[config.mk]
export PLATFORM = sky130hd
export DESIGN_NAME = int_service_scheduler
export DESIGN_NICKNAME = d
export VERILOG_FILES = /design/src/rtl/int_service_scheduler.sv
export SDC_FILE = /design/constraint.sdc
export NUM_CORES = 1
export LEC_CHECK = 0
export ABC_AREA = 1
export CAP_MARGIN = 40
export CELL_PAD_IN_SITES_DETAIL_PLACEMENT = 1
export CELL_PAD_IN_SITES_GLOBAL_PLACEMENT = 2
export CORE_MARGIN = 2
export CORE_UTILIZATION = 23
export CTS_CLUSTER_DIAMETER = 100
export DETAILED_ROUTE_END_ITERATION = 12
export PLACE_DENSITY = 0.91
export SLEW_MARGIN = 15
export SYNTH_ARGS = -nofsm -noshare
export SYNTH_HDL_FRONTEND = slang
export SYNTH_SLANG_ARGS = --single-unit
[constraint.sdc]
create_clock -name PCLK -period 3.7 [get_ports PCLK]
set_clock_uncertainty 0.2 [all_clocks]
set_input_delay 0.555 -clock PCLK [delete_from_list [all_inputs] [get_ports PCLK]]
set_output_delay 0.555 -clock PCLK [all_outputs]
set_load 0.02 [all_outputs]
[src/rtl/int_service_scheduler.sv]
// Round-robin interrupt service scheduler: on a pending irq, reads the source's
// counter over APB, acknowledges it, then waits for the request level to drop.
module int_service_scheduler #(
  parameter logic [15:0] BASE_ADDR = 16'h0000,
  parameter int          TIMEOUT   = 16,
  parameter int          DROP_WAIT = 8
) (
  input  logic        PCLK,
  input  logic        PRESET,
  input  logic        enable,
  input  logic        linux_irq,
  input  logic        lim_irq,
  input  logic        itim_irq,
  output logic        linux_ack,
  output logic        lim_ack,
  output logic        itim_ack,
  output logic        PSEL,
  output logic        PENABLE,
  output logic        PWRITE,
  output logic [15:0] PADDR,
  output logic [31:0] PWDATA,
  input  logic [31:0] PRDATA,
  input  logic        PREADY,
  input  logic        PSLVERR,
  output logic        svc_valid,
  output logic [1:0]  svc_src,
  output logic [31:0] svc_data,
  output logic [7:0]  err_count
);

  localparam int TW = $clog2(TIMEOUT + 1);
  localparam int DW = $clog2(DROP_WAIT + 1);
  localparam logic [TW-1:0] TMO_LAST  = TW'(TIMEOUT - 1);
  localparam logic [DW-1:0] DROP_LAST = DW'(DROP_WAIT - 1);

  typedef enum logic [2:0] {IDLE, SETUP, ACCESS, ACK, DROP} state_t;

  state_t         state_q, state_d;
  logic [1:0]     grant_q, grant_d;
  logic [1:0]     ptr_q, ptr_d;
  logic           ok_q, ok_d;
  logic [TW-1:0]  tmo_q, tmo_d;
  logic [DW-1:0]  drop_q, drop_d;
  logic [7:0]     err_q, err_d;
  logic [31:0]    data_q, data_d;
  logic [1:0]     src_q, src_d;
  logic [15:0]    paddr_q, paddr_d;

  logic [2:0]     irq_vec;
  logic           found;
  logic [1:0]     pick, cand;

  function automatic logic [1:0] rr_next(input logic [1:0] s);
    return (s == 2'd2) ? 2'd0 : s + 2'd1;
  endfunction

  assign irq_vec = {itim_irq, lim_irq, linux_irq};

  // Search starts at the pointer and wraps linux->lim->itim.
  always_comb begin
    found = 1'b0;
    pick  = ptr_q;
    cand  = ptr_q;
    for (int i = 0; i < 3; i++) begin
      if (!found && irq_vec[cand]) begin
        found = 1'b1;
        pick  = cand;
      end
      cand = rr_next(cand);
    end
  end

  always_comb begin
    state_d = state_q;
    grant_d = grant_q;
    ptr_d   = ptr_q;
    ok_d    = ok_q;
    tmo_d   = tmo_q;
    drop_d  = drop_q;
    err_d   = err_q;
    data_d  = data_q;
    src_d   = src_q;
    paddr_d = paddr_q;
    case (state_q)
      IDLE: begin
        if (enable && found) begin
          grant_d = pick;
          paddr_d = BASE_ADDR + {12'd0, 2'(pick + 2'd1), 2'b00};
          state_d = SETUP;
        end
      end
      SETUP: begin
        tmo_d   = '0;
        state_d = ACCESS;
      end
      ACCESS: begin
        if (PREADY && !PSLVERR) begin
          ok_d    = 1'b1;
          data_d  = PRDATA;
          src_d   = grant_q;
          state_d = ACK;
        end else if (PREADY || tmo_q == TMO_LAST) begin
          ok_d    = 1'b0;
          err_d   = (err_q == 8'hFF) ? err_q : err_q + 8'd1;
          state_d = ACK;
        end else begin
          tmo_d = tmo_q + 1'b1;
        end
      end
      ACK: begin
        drop_d  = '0;
        state_d = DROP;
      end
      DROP: begin
        if (!irq_vec[grant_q] || drop_q == DROP_LAST) begin
          ptr_d   = rr_next(grant_q);
          state_d = IDLE;
        end else begin
          drop_d = drop_q + 1'b1;
        end
      end
      default: state_d = IDLE;
    endcase
  end

  always_ff @(posedge PCLK) begin
    if (PRESET) begin
      state_q <= IDLE;
      grant_q <= 2'd0;
      ptr_q   <= 2'd0;
      ok_q    <= 1'b0;
      tmo_q   <= '0;
      drop_q  <= '0;
      err_q   <= 8'd0;
      data_q  <= 32'd0;
      src_q   <= 2'd0;
      paddr_q <= 16'd0;
    end else begin
      state_q <= state_d;
      grant_q <= grant_d;
      ptr_q   <= ptr_d;
      ok_q    <= ok_d;
      tmo_q   <= tmo_d;
      drop_q  <= drop_d;
      err_q   <= err_d;
      data_q  <= data_d;
      src_q   <= src_d;
      paddr_q <= paddr_d;
    end
  end

  // Bus and ack outputs decode straight from state so reset clears them at once.
  always_comb begin
    PSEL      = (state_q == SETUP) || (state_q == ACCESS);
    PENABLE   = (state_q == ACCESS);
    PADDR     = PSEL ? paddr_q : 16'd0;
    PWRITE    = 1'b0;
    PWDATA    = 32'd0;
    linux_ack = (state_q == ACK) && (grant_q == 2'd0);
    lim_ack   = (state_q == ACK) && (grant_q == 2'd1);
    itim_ack  = (state_q == ACK) && (grant_q == 2'd2);
    svc_valid = (state_q == ACK) && ok_q;
    svc_src   = src_q;
    svc_data  = data_q;
    err_count = err_q;
  end

endmodule

# --- Word-level counts from Yosys, hierarchy flattened ---
# Index checks and enable logic that the tools add are counted.
# Widths: inputs -> output; s select.
op_classes:
  add_sub_neg: 7
  magnitude_cmp: 4
  eq_ne: 17
  muxes: 29
  n_bitwise: 2
  n_reduce_logical: 28
ops:
  columns: ["operator", "n"]
  rows:
  - ["$pmux 3 s5", 1]
  - ["$lt 2x3->1 const B", 4]
  - ["$mux 3", 4]
  - ["$mux 2", 5]
  - ["$mux 5", 2]
  - ["$ne 2x2->1 const B", 5]
  - ["$pmux 5 s2", 1]
  - ["$reduce_and 2->1", 5]
  - ["$mux 1", 9]
  - ["$add 2x1->2 const B", 4]
  - ["$add 8x1->8 const B", 1]
  - ["$bmux 1 s2", 4]
  - ["$eq 8x8->1 const B", 1]
  - ["$logic_and 1x1->1", 8]
  - ["$mux 4", 2]
  - ["$pmux 4 s2", 1]
  - ["$eq 2x2->1 const B", 3]
  - ["$eq 3x2->1 const B", 2]
  - ["$reduce_and 3->1", 2]
  - ["$reduce_bool 2->1", 3]
  - ["$add 5x1->5 const B", 1]
  - ["$eq 5x4->1 const B", 1]
  - ["$add 4x1->4 const B", 1]
  - ["$eq 4x3->1 const B", 1]
  - ["10 further kinds", 16]
totals:
  register_bits: 61
  inputBits: 40
  out_inout_bits: 97

# --- Logic depth before layout (Yosys ltp) ---
# Gate-level depths: netlist (run 1).
depth:
  word_depth: 12
  depth_mapped: 13

# --- Worst setup path after synthesis (run 1) ---
# Ideal clock, no wire load.
synth_path:
  path_kind: "flip-flop to output port"
  start: "register state_q[1]"
  end: "output port PADDR[2]"
  arrival_ns: 1.369
  t_required_ns: 2.945
  setup_slack_ns: 1.576
  path_stages_with_launch: 7
  path_buffers: 0
  path_cell_list: "dfxtp_1 > inv_2 > nor3_4 > inv_1 > nand2_1 > inv_1 > nor2_1"
synth_between:
  elab_chain_cells: 3
  elab_cells_between_ends: 4
  classes_between: "2 x eq/ne; 1 x mux; 1 x reduce/logical"
synth_rtl:
  columns: ["item", "line_no", "rtl"]
  rows:
  - ["start: declaration", "38", "state_t state_q, state_d;"]
  - ["start signal: assignment", "139", "state_q <= state_d;"]
  - ["$eq 3x2->1", null, null]
  - ["via PENABLE", "18", "output logic PENABLE,"]
  - ["$logic_or 1x1->1", "154", "PSEL = (state_q == SETUP) || (state_q == ACCESS);"]
  - ["via PSEL", "17", "output logic PSEL,"]
  - ["$mux 4", "156", "PADDR = PSEL ? paddr_q : 16'd0;"]
  - ["end: declaration", "20", "output logic [15:0] PADDR,"]
# The timed path passes the listed nets, and every way through them passes these cells.

# --- Worst setup path after layout (run 1) ---
layout_path:
  start: "register state_q[1]"
  end: "output port PADDR[2]"
layout_between:
  elab_chain_cells: 3
  elab_cells_between_ends: 4
  classes_between: "2 x eq/ne; 1 x mux; 1 x reduce/logical"
layout_rtl:
  columns: ["item", "line_no"]
  rows:
  - ["$eq 3x1->1 / $eq 3x2->1 (equally long branches)", "154"]
  - ["$logic_or 1x1->1 (*)", "154"]
  - ["$mux 4 (*)", "156"]
# Every way passes the cells marked *; elsewhere a longest branch is shown, timed or not.

==> results of run 1 <==
-- power groups by stage --
stage | Combinational [mW] | Clock [mW] | Sequential (mW)
after detailed placement | 0.350 | 0 | 0.733
after global placement | 0.340 | 0 | 0.731
final | 0.351 | 0.978 | 0.720
after global routing | 0.388 | 1.03 | 0.724
after CTS | 0.354 | 0.999 | 0.720
after floorplan | 0.221 | 0 | 0.752
-- cells in the mapped netlist --
library cell  instances  area, um2
nand3b_1              1       7.51
inv_4                 1       6.26
nor2_1               99        372
o211a_1               1       10.0
nand2_1              52        195
conb_1                1       3.75
clkinv_1              1       3.75
dfxtp_1              61       1220
nor3_1                3       15.0
nand3_1              20        100
nor3_4                2       32.5
o21ai_2               2       17.5
a2bb2oi_1             1       8.76
ha_1                  4       50.1
inv_1                37        139
buf_2                 3       15.0
nand4_1               7       43.8
or2_2                 1       6.26
o21ai_1               1       5.00
clkbuf_1              7       26.3
o21ai_0              41        205
buf_4                47        353
xor2_1                3       26.3
o21bai_1              1       7.51
xnor2_1               1       8.76
nor3b_1               2       15.0
inv_2                 1       3.75
and3_1                1       6.26
buf_1                 1       3.75
a21oi_1              16       80.1
-- kinds of logic (layout without fill, tap and decap cells) --
| logic type | Yosys count | after routing |
|---|---|---|
| AO/OA/AOI/OAI | 63 | 63 |
| buffers and inverters | 98 | 149 |
| other | 1 | 47 |
| AND/OR/NAND/NOR | 188 | 188 |
| flip-flops | 61 | 61 |
| adder cells (fa/ha/maj) | 4 | 4 |
| XOR/XNOR | 4 | 4 |
-- stage by stage --
step	total power, mW	std cells	utilization, %
after floorplan	0.973	465	-
after global placement	1.07	671	30.7
after detailed placement	1.08	672	30.9
after CTS	2.07	688	33.7
after global routing	2.14	688	33.7
final	2.05	688	33.7
-- area by class of cell --
class | instances | area (um2) | share of cell area [%]
Tap cell | 172 | 215 | 5.04
Clock inverter | 6 | 110 | 2.58
Clock buffer | 10 | 239 | 5.60
Sequential cell | 61 | 1220 | 28.6
Timing Repair Buffer | 93 | 941 | 22.0
Multi-Input combinational cell | 306 | 1390 | 32.5
Inverter | 40 | 153 | 3.58
-- worst min-delay path: stages, from the launching register on --
cell and delay (ps):
dfxtp_1 320, nor2_1 50, nor2_1 80
-- sequential cells by signal, summed over array words and instances, names as in the netlist --
signal	count
drop_q	4
err_count	8
grant_q	2
ok_q	1
paddr_q	2
ptr_q	2
state_q	3
svc_data	32
svc_src	2
tmo_q	5
-- placed cells by master, fill, tap and decap left out, types with 4 or more instances in the layout --
master,n
a21oi_1,16
clkbuf_16,9
clkdlybuf4s50_1,89
conb_1,47
dfxtp_1,61
ha_1,4
inv_1,37
nand2_1,52
nand3_1,20
nand4_1,7
nor2_1,99
o21ai_0,41
-- per-layer routing --
layer / vias to the layer above / routed length, um
met1: 1336 / 3940
met2: 101 / 4260
li1: 1420 / -
met3: 9 / 581
met5: - / 0
met4: 0 / 87
-- path summary, 6_finish.rpt --
path / end / slack, ps
worst max register to register: err_count[6] / 1520
worst min-delay path: svc_data[20] / 280
worst min register to register: svc_data[20] / 280
worst max-delay path: PADDR[2] / 770
==> results by group, run 1 <==
STA
  • Max Slew Vio Count: 0
  • F_max: ~0.34 GHz
  • Worst hold slack: 280 ps
  • Tcrit/Tclk final: roughly four fifths
  • Final Hold Viols: 0
  • Min Tclk post-route: 2930 ps
  • Setup TNS Final: 0 ps
  • Setup violations, final: 0
  • Final worst setup slack: about 770 ps
  • RSZ-0062 raised after global routing: false

Drt
  • Routed WL: 8860 um
  • Post-DR wirelength/cell: about 13 um
  • Iteration-0 DRC Markers: around 190
  • Via count: approximately 2900
  • Antenna-violating nets left: 0
  • DRC Markers: 0
  • Drt first pass iters: 4
  • Vias per inst: ~4.2

Yosys
  • Seq cells post-synth: 61
  • Post-Syn Instances: 419
  • Register area share after synthesis: approximately 41%
  • Post-synthesis simple-gate area fraction: 26.5%
  • Distinct cells, synth: 30
  • Adder-cell share of the synthesized area: between 1.5 and 2%
  • Largest family of logic cells by synthesized area: simple AND/OR/NAND/NOR gates
  • Synth Cell Area: ~3000 um2
  • Xor/xnor share of the synthesized area: 1.17%
  • Synth Area in Compound Gates: 11.2%
  • Post-synthesis mux area share: 0%
  • Syn Area/Cell: 7.13 um2
  • Synthesis Warnings: 0

Finish
  • N_diodes: 0
  • Area Growth Syn to Fin: 42.8%
  • Final nets: around 560
  • Final Instance Area: around 4300 um2
  • Filler cells: 1573
  • Fraction of layout cells with a size suffix above 1: ~5.2%

Placed design
  • I/O Buffers: just under 90
  • Placed Area: 3920 um2
  • Gpl congestion: 0.782
  • DP Wirelength: 6730 um
  • Post-place setup slack: 1160 ps

CTS
  • CTS buffer count: 9
  • Htree depth: 3
  • Max clock buf depth: 2
  • Post-CTS Hold Fix Bufs: 0
  • Clk sinks: roughly 60
  • Post CTS Setup Buffer Count: 0
  • Post_cts resized: 0
  • CTS tree: built
  • CTS Root Cell: clkbuf_16
  • CTS clk-pin slew, worst paths: ~60 ps
  • Worst skew pair latency: approximately 330 ps

Setup path
  • Reg2Reg Launch Point: tmo_q[0]
  • Crit-path max FO: 5
  • Kind of critical path: flip-flop to primary output
  • R2R cell count: 9
  • Cell chain of the critical path: inv_2 > nor3_4 > inv_1 > nand2_1 > inv_1 > nor2_1 > clkdlybuf4s50_1
  • CP Launch Type: flip-flop
  • Critical Path Max Stage Delay: roughly 600 ps
  • CP arrival: 2170 ps
  • Slowest-stage cell, CP: clkdlybuf4s50_1
  • CP top delay family: buffers and inverters
  • Path length in cells of the critical path: 7
  • Buf/Inv on CP: 4
  • Crit. End Element: primary output
  • Worst Path Required: 2940 ps
  • Worst Setup SP: state_q[1]
  • Most common cell on crit path: inv_1

Power
  • Sw frac: between 20% and 30%
  • Clock Power Share: between 40% and 50%
  • Pwr/cell area: between 400 and 500 nW/um2
  • Sequential share of power: 35.1%
  • Internal Dissipation: around 1.5 mW
  • Peak supply drop: approximately 0.00025 V
  • Combinational share of power: between 15 and 20%
  • Leakage: ~1.7 nW
  • P_sw: between 0.5 and 0.6 mW

Min path
  • Hold depth: 2
  • Hold Crit Class: flip-flop to flip-flop
  • Hold Crit Start: svc_data[20]

Global routing
  • Total track usage: between 10% and 20%
  • First-pass GRT wire length: ~15000 um
  • Grt peak-use layer: met2
  • Met3 usage: approximately 4.0%
  • Gr ovfl total: 0
  • Initial antenna violation count: 0
  • Number of global-route vias before repair: roughly 3000
  • Met1 Usage GRT: between 10% and 20%
  • Largest net degree at the start of global routing: 35
  • Met2 usage: 23.0%

Die
  • Core area: between 10000 and 15000 um2
  • IO Pins: about 140
  • # rows: 41
  • Die span in y: between 100 and 150 um
  • Die W: between 100 and 150 um
  • Initial core utilization: 23.6%
  • Total die area: between 10000 and 15000 um2

Run status
  • Status: finished clean

Job
  • Max Cap Viol: 0
(Power assumes the default switching activity.)
==> run 2: changes to the inputs <==
--- a/config.mk
+++ b/config.mk
@@ -10,10 +10,10 @@
 export CELL_PAD_IN_SITES_DETAIL_PLACEMENT = 1
 export CELL_PAD_IN_SITES_GLOBAL_PLACEMENT = 2
 export CORE_MARGIN = 2
-export CORE_UTILIZATION = 23
+export CORE_UTILIZATION = 21
 export CTS_CLUSTER_DIAMETER = 100
 export DETAILED_ROUTE_END_ITERATION = 12
-export PLACE_DENSITY = 0.91
+export PLACE_DENSITY = 0.85
 export SLEW_MARGIN = 15
 export SYNTH_ARGS = -nofsm -noshare
 export SYNTH_HDL_FRONTEND = slang
==> constraint.sdc (replaced) <==
create_clock -name PCLK -period 2.8 [get_ports PCLK]
set_clock_uncertainty 0.2 [all_clocks]
set_input_delay 0.42 -clock PCLK [delete_from_list [all_inputs] [get_ports PCLK]]
set_output_delay 0.42 -clock PCLK [all_outputs]
set_load 0.02 [all_outputs]
==> results by group, run 2 (synthesized netlist as in run 1, its figures left out) <==
Run status
  • Status: finished clean

Global routing
  • Total track usage: 11.4%
  • First-pass GRT wire length: approximately 14000 um
  • Largest net degree at the start of global routing: 35
  • Initial antenna violation count: 0
  • Grt peak-use layer: met2
  • Gr ovfl total: 0
  • Number of global-route vias before repair: 2874
  • Met3 usage: under 10%
  • Met1 Usage GRT: a little over an eighth
  • Met2 usage: approximately a fifth

Placed design
  • Post-place setup slack: about 340 ps
  • I/O Buffers: 89
  • Gpl congestion: around 0.74
  • DP Wirelength: approximately 6500 um
  • Placed insts: 680

Finish
  • N_diodes: 0
  • Final nets: about 560
  • Number of flip-flops under the largest register name: 32
  • Fraction of layout cells with a size suffix above 1: under 10%
  • Fin cells: between 600 and 700
  • Area Growth Syn to Fin: 41.5%
  • Highest-count cells in the layout ignoring fill and taps: nor2_1 (99), clkdlybuf4s50_1 (87), dfxtp_1 (61), nand2_1 (52), conb_1 (47)
  • Commonest non-fill, non-tap cell in the layout: nor2_1
  • Filler cells: 1718

Min path
  • Hold Crit Class: flip-flop to flip-flop

Drt
  • DRC Markers: 0
  • Vias per inst: 4.06
  • Routed WL: between 8000 and 9000 um
  • Via count: about 2800
  • Antenna-violating nets left: 0
  • Drt first pass iters: 4
  • Iteration-0 DRC Markers: approximately 100
  • Post-DR wirelength/cell: 12.3 um

Job
  • Max Cap Viol: 0

Power
  • Pwr/cell area: 596 nW/um2
  • Peak supply drop: 0.000248 V
  • Leakage: 1.76 nW

Die
  • Die W: between 100 and 150 um
  • Total die area: ~15000 um2
  • Die span in y: roughly 120 um
  • Core area: ~14000 um2
  • # rows: 43
  • Initial core utilization: 21.5%
  • IO Pins: between 100 and 150

Setup path
  • CP arrival: roughly 1800 ps
  • Worst Path Required: about 2200 ps
  • Slowest-stage cell, CP: clkdlybuf4s50_1
  • Crit. End Element: primary output
  • Crit-path max FO: 5
  • Cell chain of the critical path: inv_2 > nor3_4 > inv_1 > nand2_1 > clkdlybuf4s50_1
  • CP Launch Type: flip-flop
  • CP top delay family: buffers and inverters
  • Critical Path Max Stage Delay: 660 ps
  • Buf/Inv on CP: 3
  • Kind of critical path: flip-flop to primary output

CTS
  • CTS buffer count: 9
  • CTS clk-pin slew, worst paths: 50 ps
  • Htree depth: 3
  • Max clock buf depth: 2
  • CTS tree: built
  • Worst skew pair latency: 320 ps
  • Clk sinks: between 60 and 70
  • CTS Root Cell: clkbuf_16
  • Post-CTS Hold Fix Bufs: 0

STA
  • Worst-Margin Slew: between 500 and 600 ps
  • F_max: around 0.41 GHz
  • RSZ-0062 raised after global routing: false
  • Setup TNS Final: 0 ps
  • Final worst setup slack: approximately 340 ps
  • Tcrit/Tclk final: between 80% and 90%
  • Min Tclk post-route: ~2500 ps
  • Final Hold Viols: 0
  • Max Slew Vio Count: 0
  • Worst hold slack: between 200 and 300 ps
  • Setup violations, final: 0
  • Slew HR: approximately 66%
## run 2: cell count changes in the layout (fill, tap and decap cells not counted)
cell and change:
bufinv_16 -2, clkdlybuf4s50_1 -2, dlymetal6s2s_1 +2, buf_12 +1
buf_16 -1, clkbuf_8 +1, clkinv_2 +1, clkinvlp_4 -1
## run 2: through the flow
step,cell area [um2],utilization [%],power (mW)
CTS,4220,30.4,2.56
finish,4230,30.4,2.52
floorplan,3160,-,1.29
global placement,3920,28.2,1.42
detailed placement,3920,28.2,1.43
global route,4230,30.4,2.66
## run 2: worst min-delay path: cells and delay by family, from the launching register on
family / cells / cell delay, ps
flops: 1 / 310
simple gates: 1 / 60
compound gates: 1 / 50
## run 2: repair_timing
item | 4_1_cts | 5_1_grt
resized for setup | 0 | 2
setup endpoints to repair | 0 | 2
setup buffers | 0 | 0
## run 2: layout make-up
type	instances	area [um2]	area share (%)
Sequential cell	61	1220	28.9
Clock inverter	4	47.5	1.12
Tap cell	180	225	5.33
Inverter	40	153	3.61
Multi-Input combinational cell	306	1390	32.9
Timing Repair Buffer	93	938	22.2
Clock buffer	11	253	5.98
## run 2: power breakdown
part	switching (mW)	internal (mW)
logic	0.279	0.180
clock network	0.383	0.728
registers	0.0345	0.915
total	0.696	1.82
## run 2: path summary, 6_finish.rpt
kind / startpoint / end / slack [ps] / cells after the start
setup / recovery: state_q[1] / PSEL / 340 / 5
hold / removal: ok_q / ok_q / 270 / 2
setup reg to reg: tmo_q[0] / err_count[6] / 700 / 9
hold reg to reg: ok_q / ok_q / 270 / 2
## run 2: metal layers
layer,vias to the layer above,share of wire (%)
li1,1425,-
met1,1291,44
met2,98,47
met3,11,7.8
met4,0,1.2
met5,-,0
